## src/rtl/pipe_hazard_ctrl.sv

```systemverilog
// ---------------------------------------------------------------------------
// pipe_hazard_ctrl
//
// Hazard controller for the in-order pipeline. It decides when the front end
// stalls, when bubbles are injected, and when EX is frozen for a multi-cycle
// (mul/div) operation.
//
//   - Taken branch or jump in EX: flush IF-ID and ID-EX.
//   - Multi-cycle op issued in EX: freeze the front end and EX until md_done
//     arrives or a 64-cycle timeout expires. Then spend one MD_DONE cycle with
//     the front end still held and EX released, and return to RUN.
//   - Load-use: stall the front end for one cycle and inject a bubble into
//     ID-EX.
//
// Ports
//   CLK                     clock, rising edge
//   Resetn                  synchronous active-low reset
//   id_rs1, id_rs2          [5:0] source registers of the instruction in ID
//   id_use_rs1, id_use_rs2  ID instruction actually reads rs1 / rs2
//   ex_rd                   [5:0] destination register of the instruction in EX
//   ex_MemtoReg, ex_RegWr   EX is a load / EX writes a register
//   ex_redirect             branch taken or jump resolved in EX
//   md_start, md_done       multi-cycle op issued / result ready
//   pc_en, ifid_en          PC and IF-ID write enables
//   ifid_flush, idex_flush  bubble into IF-ID / ID-EX on the next update
//   ex_hold                 freeze EX and EX-MEM
//   md_timeout              sticky: a multi-cycle op never signalled done
//   state                   [1:0] RUN=00, MD_WAIT=01, MD_DONE=10
//   stall_cnt, flush_cnt    [31:0] saturating performance counters
//                           (present only when HAZARD_PERF_CNT_EN is defined)
//
// Build option: define HAZARD_PERF_CNT_EN to add the performance counters.
// ---------------------------------------------------------------------------
module pipe_hazard_ctrl (
   input  logic        CLK,
   input  logic        Resetn,
   input  logic [5:0]  id_rs1,
   input  logic [5:0]  id_rs2,
   input  logic        id_use_rs1,
   input  logic        id_use_rs2,
   input  logic [5:0]  ex_rd,
   input  logic        ex_MemtoReg,
   input  logic        ex_RegWr,
   input  logic        ex_redirect,
   input  logic        md_start,
   input  logic        md_done,
   output logic        pc_en,
   output logic        ifid_en,
   output logic        ifid_flush,
   output logic        idex_flush,
   output logic        ex_hold,
   output logic        md_timeout,
`ifdef HAZARD_PERF_CNT_EN
   output logic [31:0] stall_cnt,
   output logic [31:0] flush_cnt,
`endif
   output logic [1:0]  state
);

   typedef enum logic [1:0] {
      RUN     = 2'b00,
      MD_WAIT = 2'b01,
      MD_DONE = 2'b10
   } state_t;

   state_t     state_reg, state_next;
   logic [5:0] to_cnt_reg, to_cnt_next;
   logic       md_timeout_reg, md_timeout_next;
   logic       load_use;

   // Register 0 is hard-wired zero, so a load targeting it never creates a hazard.
   assign load_use = ex_MemtoReg & ex_RegWr & (ex_rd != 6'd0) &
                     ((id_use_rs1 & (id_rs1 == ex_rd)) |
                      (id_use_rs2 & (id_rs2 == ex_rd)));

   always_comb begin
      pc_en           = 1'b1;
      ifid_en         = 1'b1;
      ifid_flush      = 1'b0;
      idex_flush      = 1'b0;
      ex_hold         = 1'b0;
      state_next      = state_reg;
      to_cnt_next     = to_cnt_reg;
      md_timeout_next = md_timeout_reg;

      case (state_reg)
         RUN: begin
            if (ex_redirect) begin
               ifid_flush = 1'b1;
               idex_flush = 1'b1;
            end else if (md_start) begin
               pc_en       = 1'b0;
               ifid_en     = 1'b0;
               idex_flush  = 1'b1;
               ex_hold     = 1'b1;
               to_cnt_next = 6'd0;
               state_next  = MD_WAIT;
            end else if (load_use) begin
               pc_en      = 1'b0;
               ifid_en    = 1'b0;
               idex_flush = 1'b1;
            end
         end
         MD_WAIT: begin
            pc_en       = 1'b0;
            ifid_en     = 1'b0;
            idex_flush  = 1'b1;
            ex_hold     = 1'b1;
            to_cnt_next = to_cnt_reg + 6'd1;
            if (md_done) begin
               state_next = MD_DONE;
            end else if (to_cnt_reg == 6'd63) begin
               // 64th wait cycle with no result: give up, keep the evidence.
               md_timeout_next = 1'b1;
               state_next      = MD_DONE;
            end
         end
         MD_DONE: begin
            // EX writes back the result this cycle; front end holds one more.
            pc_en      = 1'b0;
            ifid_en    = 1'b0;
            state_next = RUN;
         end
         default: begin
            state_next = RUN;
         end
      endcase

      // Reset overrides everything so nothing leaks into the pipe registers.
      if (!Resetn) begin
         pc_en      = 1'b0;
         ifid_en    = 1'b0;
         ifid_flush = 1'b1;
         idex_flush = 1'b1;
         ex_hold    = 1'b0;
      end
   end

   always_ff @(posedge CLK) begin
      if (!Resetn) begin
         state_reg      <= RUN;
         to_cnt_reg     <= 6'd0;
         md_timeout_reg <= 1'b0;
      end else begin
         state_reg      <= state_next;
         to_cnt_reg     <= to_cnt_next;
         md_timeout_reg <= md_timeout_next;
      end
   end

   assign state      = state_reg;
   assign md_timeout = md_timeout_reg;

`ifdef HAZARD_PERF_CNT_EN
   logic [31:0] stall_cnt_reg;
   logic [31:0] flush_cnt_reg;
   logic        redirect_flush;

   assign redirect_flush = (state_reg == RUN) & ex_redirect;

   always_ff @(posedge CLK) begin
      if (!Resetn) begin
         stall_cnt_reg <= 32'd0;
         flush_cnt_reg <= 32'd0;
      end else begin
         if (!pc_en && (stall_cnt_reg != 32'hFFFF_FFFF))
            stall_cnt_reg <= stall_cnt_reg + 32'd1;
         if (redirect_flush && (flush_cnt_reg != 32'hFFFF_FFFF))
            flush_cnt_reg <= flush_cnt_reg + 32'd1;
      end
   end

   assign stall_cnt = stall_cnt_reg;
   assign flush_cnt = flush_cnt_reg;
`else
   // Performance counters not built.
`endif

endmodule

```

## config.mk

```make
export PLATFORM = sky130hd
export DESIGN_NAME = pipe_hazard_ctrl
export DESIGN_NICKNAME = d
export VERILOG_FILES = /design/src/rtl/pipe_hazard_ctrl.sv
export SDC_FILE = /design/constraint.sdc
export NUM_CORES = 1
export LEC_CHECK = 0
export ABC_AREA = 1
export CAP_MARGIN = 15
export CELL_PAD_IN_SITES_DETAIL_PLACEMENT = 1
export CELL_PAD_IN_SITES_GLOBAL_PLACEMENT = 2
export CORE_UTILIZATION = 19
export DETAILED_ROUTE_END_ITERATION = 10
export PLACE_DENSITY = 0.77
export RECOVER_POWER = 50
export SLEW_MARGIN = 20
export SYNTH_ARGS = -nofsm -noshare
export SYNTH_HDL_FRONTEND = slang
export SYNTH_SLANG_ARGS = --single-unit
```

## constraint.sdc

```tcl
create_clock -name CLK -period 2 [get_ports CLK]
set_clock_uncertainty 0.1 [all_clocks]
set_input_delay 0.3 -clock CLK [delete_from_list [all_inputs] [get_ports CLK]]
set_output_delay 0.3 -clock CLK [all_outputs]
set_load 0.02 [all_outputs]
```

==> flow_summary.json <==
{
  "fin_ws_ns": 0.128,
  "routed_wl_mm": 2.31,
  "finalHoldViolations": 0,
  "clk_pin_slew_ns": 0.05,
  "core_region_area_um2": 3800,
  "grt_max_degree": 6,
  "finalSetupViolCount": 0,
  "vias_per_cell": 4.03,
  "grt_pass1_vias": 977,
  "dieArea_um2": 4380,
  "synth-seq-area-share_pct": 23.0,
  "critPathLaunchType": "input port",
  "antenna_found_initial": 0,
  "hold_depth": 2,
  "synth_area_per_cell_um2": 5.75,
  "min_to": "md_timeout",
  "fin_nets": 214,
  "cts_inserted_buffers": 3,
  "rsz0062_at_grt": "false",
  "ys_types": 25,
  "cp.arrival_ns": 1.47,
  "cts_root_buf": "clkbuf_8",
  "stdcell_count": 231,
  "max_cap_viol_count": 0,
  "synth_area_um2": 782,
  "power_density_nw_per_um2": 752,
  "r2r_cells": 11,
  "min_from": "md_timeout",
  "worst_slew_pin_slew_ns": 0.315,
  "crit_required_ns": 1.60,
  "grt_pass1_wl_mm": 4.02,
  "fmax_mhz": 534,
  "synth.net_count": 166,
  "dpl.hpwl_mm": 2.00,
  "htreeDepth": 1,
  "syn2layout_area_growth_pct": 61.3,
  "peakVddDrop_v": 0.000319,
  "ys_ff_latch": 9,
  "total_power_mw": 0.949,
  "ys_warn_count": 0,
  "grt-ovfl-total": 0,
  "drc_errors": 0,
  "power.leakage_nw": 0.672,
  "critical-path-top-delay-family": "buffers and inverters",
  "critPathMaxStageDelay_ns": 0.24,
  "postSynthCellCount": 136,
  "crit_slowest_cell": "dlygate4sd2_1",
  "start_util_pct": 20.6,
  "hold_class": "reg -> reg",
  "max-slew-margin-rel_pct": 78.8,
  "drv_slew": 0,
  "crit_buf_inv": 4,
  "cts_buffer_depth": 2,
  "first_iter_violations": 11,
  "num_io_pins": 35,
  "grt_usage_pct": 11.9,
  "wl_per_cell_um": 9.99,
  "cts_tree": "yes",
  "finalCritPeriodShare_pct": 93.6,
  "rr_endpoint": "to_cnt_reg[5]",
  "dpl_worst_slack_ns": -0.597,
  "outcome": "complete, no violations",
  "numPortBuffers": 34,
  "fp.dieH_um": 66.2,
  "core.rowCount": 22,
  "whs_ns": 0.353,
  "insertion_delay_ns": 0.23,
  "cts.sink_count": 9,
  "die-width_um": 66.2,
  "ant_nets": 0,
  "diodes": 0,
  "endpoint_kind": "primary output",
  "min_period_ns": 1.87,
  "post-place-cells": 226,
  "largest_reg_flops": 6,
  "fillerInstances": 497,
  "firstDrtPassIters": 2,
  "reg2reg_from": "state[1]",
  "r2r_slack_ns": 0.22,
  "drive_gt1_share_pct": 19.1,
  "cp_cell_sequence": "dlygate4sd2_1, inv_2, nor2_1, nor2_1, nand2_1, nor2_1, nand2_1, nand2_1, nand2_1, nand2_2, a21oi_2, buf_4, buf_6",
  "gp_congestion": 0.778,
  "cp_common_cell": "nand2_1",
  "dr_total_vias": 931,
  "critical_path_depth": 13,
  "cp_max_fo": 5,
  "worstSetupPathType": "in -> out"
}
## cell usage after synthesis
cell / n / area, um^2
nor3_1: 1 / 5.00
a21boi_0: 1 / 7.51
xnor2_1: 1 / 8.76
o22ai_1: 1 / 6.26
a21oi_1: 7 / 35.0
ha_1: 3 / 37.5
nor2_4: 1 / 11.3
o21ai_2: 1 / 8.76
a211oi_1: 1 / 7.51
buf_4: 1 / 7.51
dfxtp_1: 9 / 180
nor2_1: 13 / 48.8
nor2_2: 1 / 6.26
nand4_1: 1 / 6.26
nand3b_2: 1 / 11.3
inv_1: 28 / 105
nand2_1: 48 / 180
o21ai_0: 4 / 20.0
nand3_2: 1 / 10.0
xor2_1: 3 / 26.3
nand2_2: 1 / 6.26
inv_2: 2 / 7.51
nand2_4: 1 / 11.3
nand3_1: 4 / 20.0
o21a_1: 1 / 7.51
## per-layer routing
layer | vias up | global-route usage, % | share of wire [%]
li1 | 502 | - | -
met1 | 406 | 15.2 | 49
met2 | 18 | 20.5 | 45
met3 | 5 | 1.03 | 3.8
met4 | 0 | 4.79 | 1.7
met5 | - | 0 | 0
## cells in the final DEF, fill, tap and decap left out, types with 2 or more instances in the layout
cell type	count
a21oi_1	6
buf_2	2
buf_4	10
clkbuf_2	3
clkbuf_8	3
clkdlybuf4s50_1	6
dfxtp_1	8
dlygate4sd2_1	19
dlygate4sd3_1	3
ha_1	3
inv_1	26
inv_2	4
nand2_1	47
nand2_2	2
nand3_1	4
nor2_1	12
nor2_2	2
o21ai_0	3
xor2_1	3
## worst max-delay path by stage
| stage | start | end |
|---|---|---|
| floorplan | state[0] | pc_en |
| global placement | ex_rd[3] | idex_flush |
| detailed placement | ex_rd[2] | ifid_en |
| CTS | state[1] | ex_hold |
| global route | state[1] | idex_flush |
| finish | ex_rd[5] | pc_en |
## layout make-up
cell class / count / area, um^2 / share of cell area [%]
clock buffers: 4 / 45.0 / 3.57
inverters: 30 / 113 / 8.93
multi-input cells: 96 / 494 / 39.2
flip-flops and latches: 9 / 181 / 14.4
well taps: 48 / 60.1 / 4.76
repair buffers: 44 / 368 / 29.2
## per-stage QoR
step	TNS (ns)	area [um^2]	util, %
6_report	0	1260	33.2
2_1_floorplan	0	782	-
3_3_place_gp	-1.85	1240	32.7
4_1_cts	0	1280	33.7
3_5_place_dp	-1.91	1240	32.7
5_1_grt	0	1260	33.2
## logic make-up after synthesis
group / count (synthesis) / synth area share (%)
simple gates: 73 / 40.5
compound gates: 16 / 11.8
flops: 9 / 23.0
buf+inv: 31 / 15.4
xor+xnor: 4 / 4.48
fa+ha+maj: 3 / 4.80
## where the power goes
group          leakage (nW)  switching, mW  internal (mW)
registers            0.0733         0.0177          0.203
logic                 0.576          0.282          0.232
clock network        0.0228         0.0754          0.139
## worst register-to-register path, stage by stage, from the launching register on
cell      delay, ns
dfxtp_1        0.31
inv_1          0.10
ha_1           0.20
inv_2          0.07
nor2_4         0.12
nand2_4        0.06
buf_4          0.14
o21ai_2        0.11
nand3b_2       0.14
nor2_2         0.11
xor2_1         0.16
nor2_1         0.05
## repair_timing
| action | CTS | global route |
|---|---|---|
| hold buffers | 0 | 0 |
| buffers inserted | 1 | 0 |
| endpoints found under the setup margin | 5 | 4 |
| pin swaps | 16 | 3 |
| gates resized for setup | 43 | 8 |
| gates cloned | 0 | 0 |
(Power assumes the default switching activity.)
==> RTL edit (config.mk and constraints unchanged) <==
The option `HAZARD_PERF_CNT_EN` is turned on by a define.
--- a/src/rtl/pipe_hazard_ctrl.sv
+++ b/src/rtl/pipe_hazard_ctrl.sv
@@ -32,4 +32,6 @@
 // Build option: define HAZARD_PERF_CNT_EN to add the performance counters.
 // ---------------------------------------------------------------------------
+`define HAZARD_PERF_CNT_EN
+
 module pipe_hazard_ctrl (
    input  logic        CLK,
Formal check against the unedited RTL (old outputs only; new: flush_cnt and stall_cnt): equivalent (Yosys induction, for registers that start in step).
==> RTL edit against the unedited design <==
  * Utilization decreased by 3.7 points
  * Largest power group is now the clock network
  * Total power rose to 4.9 times the old value
  * Sequential cell count up 64
  * Synthesized area grew to 5.7 times the old value
  * First-iteration DRC count rose to 12 times the old value
  * Count of clock-buffer cells in the layout is 6 higher
  * Hold slack got worse by 0.011 ns
  * Wire length rose to 6.7 times the old value
  * Sequential share of layout area up 7.6 points
  * Register-to-register slack worse by 0.13 ns
  * Synthesized cell count increased to 5.3 times the old value
  * Worst setup slack lost 0.034 ns
  * Critical path depth decreased by 1
  * Final area grew to 5.3 times the old value
  * Critical path type is now reg2reg
==> RTL edit: results (changes against the unedited design) <==
<table>
<tr><th>Metric</th><th>Value</th></tr>
<tr><th colspan="2">Outcome</th></tr>
<tr><td>Result of the run</td><td>complete, no violations</td></tr>
<tr><th colspan="2">Worst setup path</th></tr>
<tr><td>Dominant delay contributor by cell family on the critical path</td><td>simple AND/OR/NAND/NOR gates</td></tr>
<tr><td>Max Fanout on Critical Path</td><td>8 (+3)</td></tr>
<tr><td>Critical path arrival</td><td>2.05 ns (+0.58 ns)</td></tr>
<tr><td>Slowest cell on crit path</td><td>sky130_fd_sc_hd__dfxtp_2</td></tr>
<tr><th colspan="2">STA</th></tr>
<tr><td>Slew HR</td><td>76.4% (-2.4 points)</td></tr>
<tr><th colspan="2">Placed design</th></tr>
<tr><td>Number of placed cells counting well taps</td><td>1,177 (+420%)</td></tr>
<tr><td>Global placer's final weighted congestion</td><td>0.782 (+0.49%)</td></tr>
<tr><td>Quantity of I/O buffers inserted on ports</td><td>98 (+190%)</td></tr>
<tr><th colspan="2">CTS</th></tr>
<tr><td># resized after CTS</td><td>55 (+28%)</td></tr>
<tr><td>Clock network latency to the later pin of the worst-skew pair</td><td>0.35 ns (+0.12 ns)</td></tr>
<tr><td>Num CTS Buffers</td><td>9 (+6)</td></tr>
<tr><th colspan="2">Pwr</th></tr>
<tr><td>Power consumed by the clock network</td><td>1.79 mW (+730%)</td></tr>
<tr><td>Leakage</td><td>3.12 nW (+360%)</td></tr>
<tr><td>Sw frac</td><td>32.4% (-7.2 points)</td></tr>
<tr><td>Sequential cell fraction of total power</td><td>33.7% (+11 points)</td></tr>
<tr><td>Cell area power density</td><td>688 nW/um2 (-8.5%)</td></tr>
<tr><th colspan="2">Drt</th></tr>
<tr><td>Number of iterations in the first detailed-routing pass</td><td>4 (+2)</td></tr>
<tr><td>Overall via count from detail_route</td><td>5,083 (+450%)</td></tr>
<tr><td>Vias per Instance</td><td>4.21 (+4.5%)</td></tr>
<tr><td>Total wire length after detailed routing</td><td>15,400 um (+570%)</td></tr>
<tr><th colspan="2">Yosys</th></tr>
<tr><td>Unique cell type count in the Yosys netlist</td><td>34 (+36%)</td></tr>
<tr><td>Compound-Gate Fraction of Synth Area</td><td>9.40% (-2.4 points)</td></tr>
<tr><td>Cell types with the largest area share after synthesis</td><td>sky130_fd_sc_hd__dfxtp_1 (33%), sky130_fd_sc_hd__nand2_1 (16%), sky130_fd_sc_hd__nor2_1 (9.1%)</td></tr>
<tr><td>Adder-cell area share of the yosys netlist</td><td>1.40% (-3.4 points)</td></tr>
<tr><td>Post-Syn Instances</td><td>722 (+430%)</td></tr>
<tr><th colspan="2">Final layout</th></tr>
<tr><td>Number of nets in the finished design</td><td>921 (+330%)</td></tr>
<tr><td>Fraction of final layout cells with drive strength greater than 1</td><td>21.8% (+2.7 points)</td></tr>
</table>
RTL edit: changes by cell type after synthesis, moves of 5 or more:
cell                       unedited run  this run
sky130_fd_sc_hd__dfxtp_1              9        73
sky130_fd_sc_hd__nand3_1              4        68
sky130_fd_sc_hd__buf_6                0         8
sky130_fd_sc_hd__a21oi_1              7        60
sky130_fd_sc_hd__inv_1               28        96
sky130_fd_sc_hd__nor3_1               1        25
sky130_fd_sc_hd__xor2_1               3         9
sky130_fd_sc_hd__nand4_1              1        12
sky130_fd_sc_hd__nand2_1             48       185
sky130_fd_sc_hd__clkbuf_1             0         5
sky130_fd_sc_hd__nor2_2               1         6
sky130_fd_sc_hd__nor2_1              13       108
sky130_fd_sc_hd__o21ai_0              4        16
RTL edit: final cells by class:
class | instances | area, um2
multi-input cells | 528 | 2660
clock buffers | 10 | 229
fillers | 2890 | 16100
inverters | 102 | 385
clock inverters | 6 | 92.6
repair buffers | 175 | 1490
flip-flops and latches | 73 | 1480
well taps | 313 | 392
RTL edit: worst paths after layout:
check / slack [ns] / endpoint / start / depth (start not counted)
hold reg to reg: 0.35 / md_timeout$_SDFFE_PN0P_ / md_timeout$_SDFFE_PN0P_ / 2
hold / removal: 0.34 / state[0]$_SDFFE_PN0P_ / Resetn / 4
setup / recovery: 0.09 / stall_cnt[16]$_SDFFE_PN0P_ / stall_cnt[0]$_SDFFE_PN0P_ / 12
setup reg to reg: 0.09 / stall_cnt[16]$_SDFFE_PN0P_ / stall_cnt[0]$_SDFFE_PN0P_ / 12
RTL edit: metal layers:
metal / global-route usage, % / routed length (um)
met1: 15.7 / 7070
met2: 23.0 / 7670
met3: 2.31 / 424
met4: 3.87 / 274
met5: 0 / 0
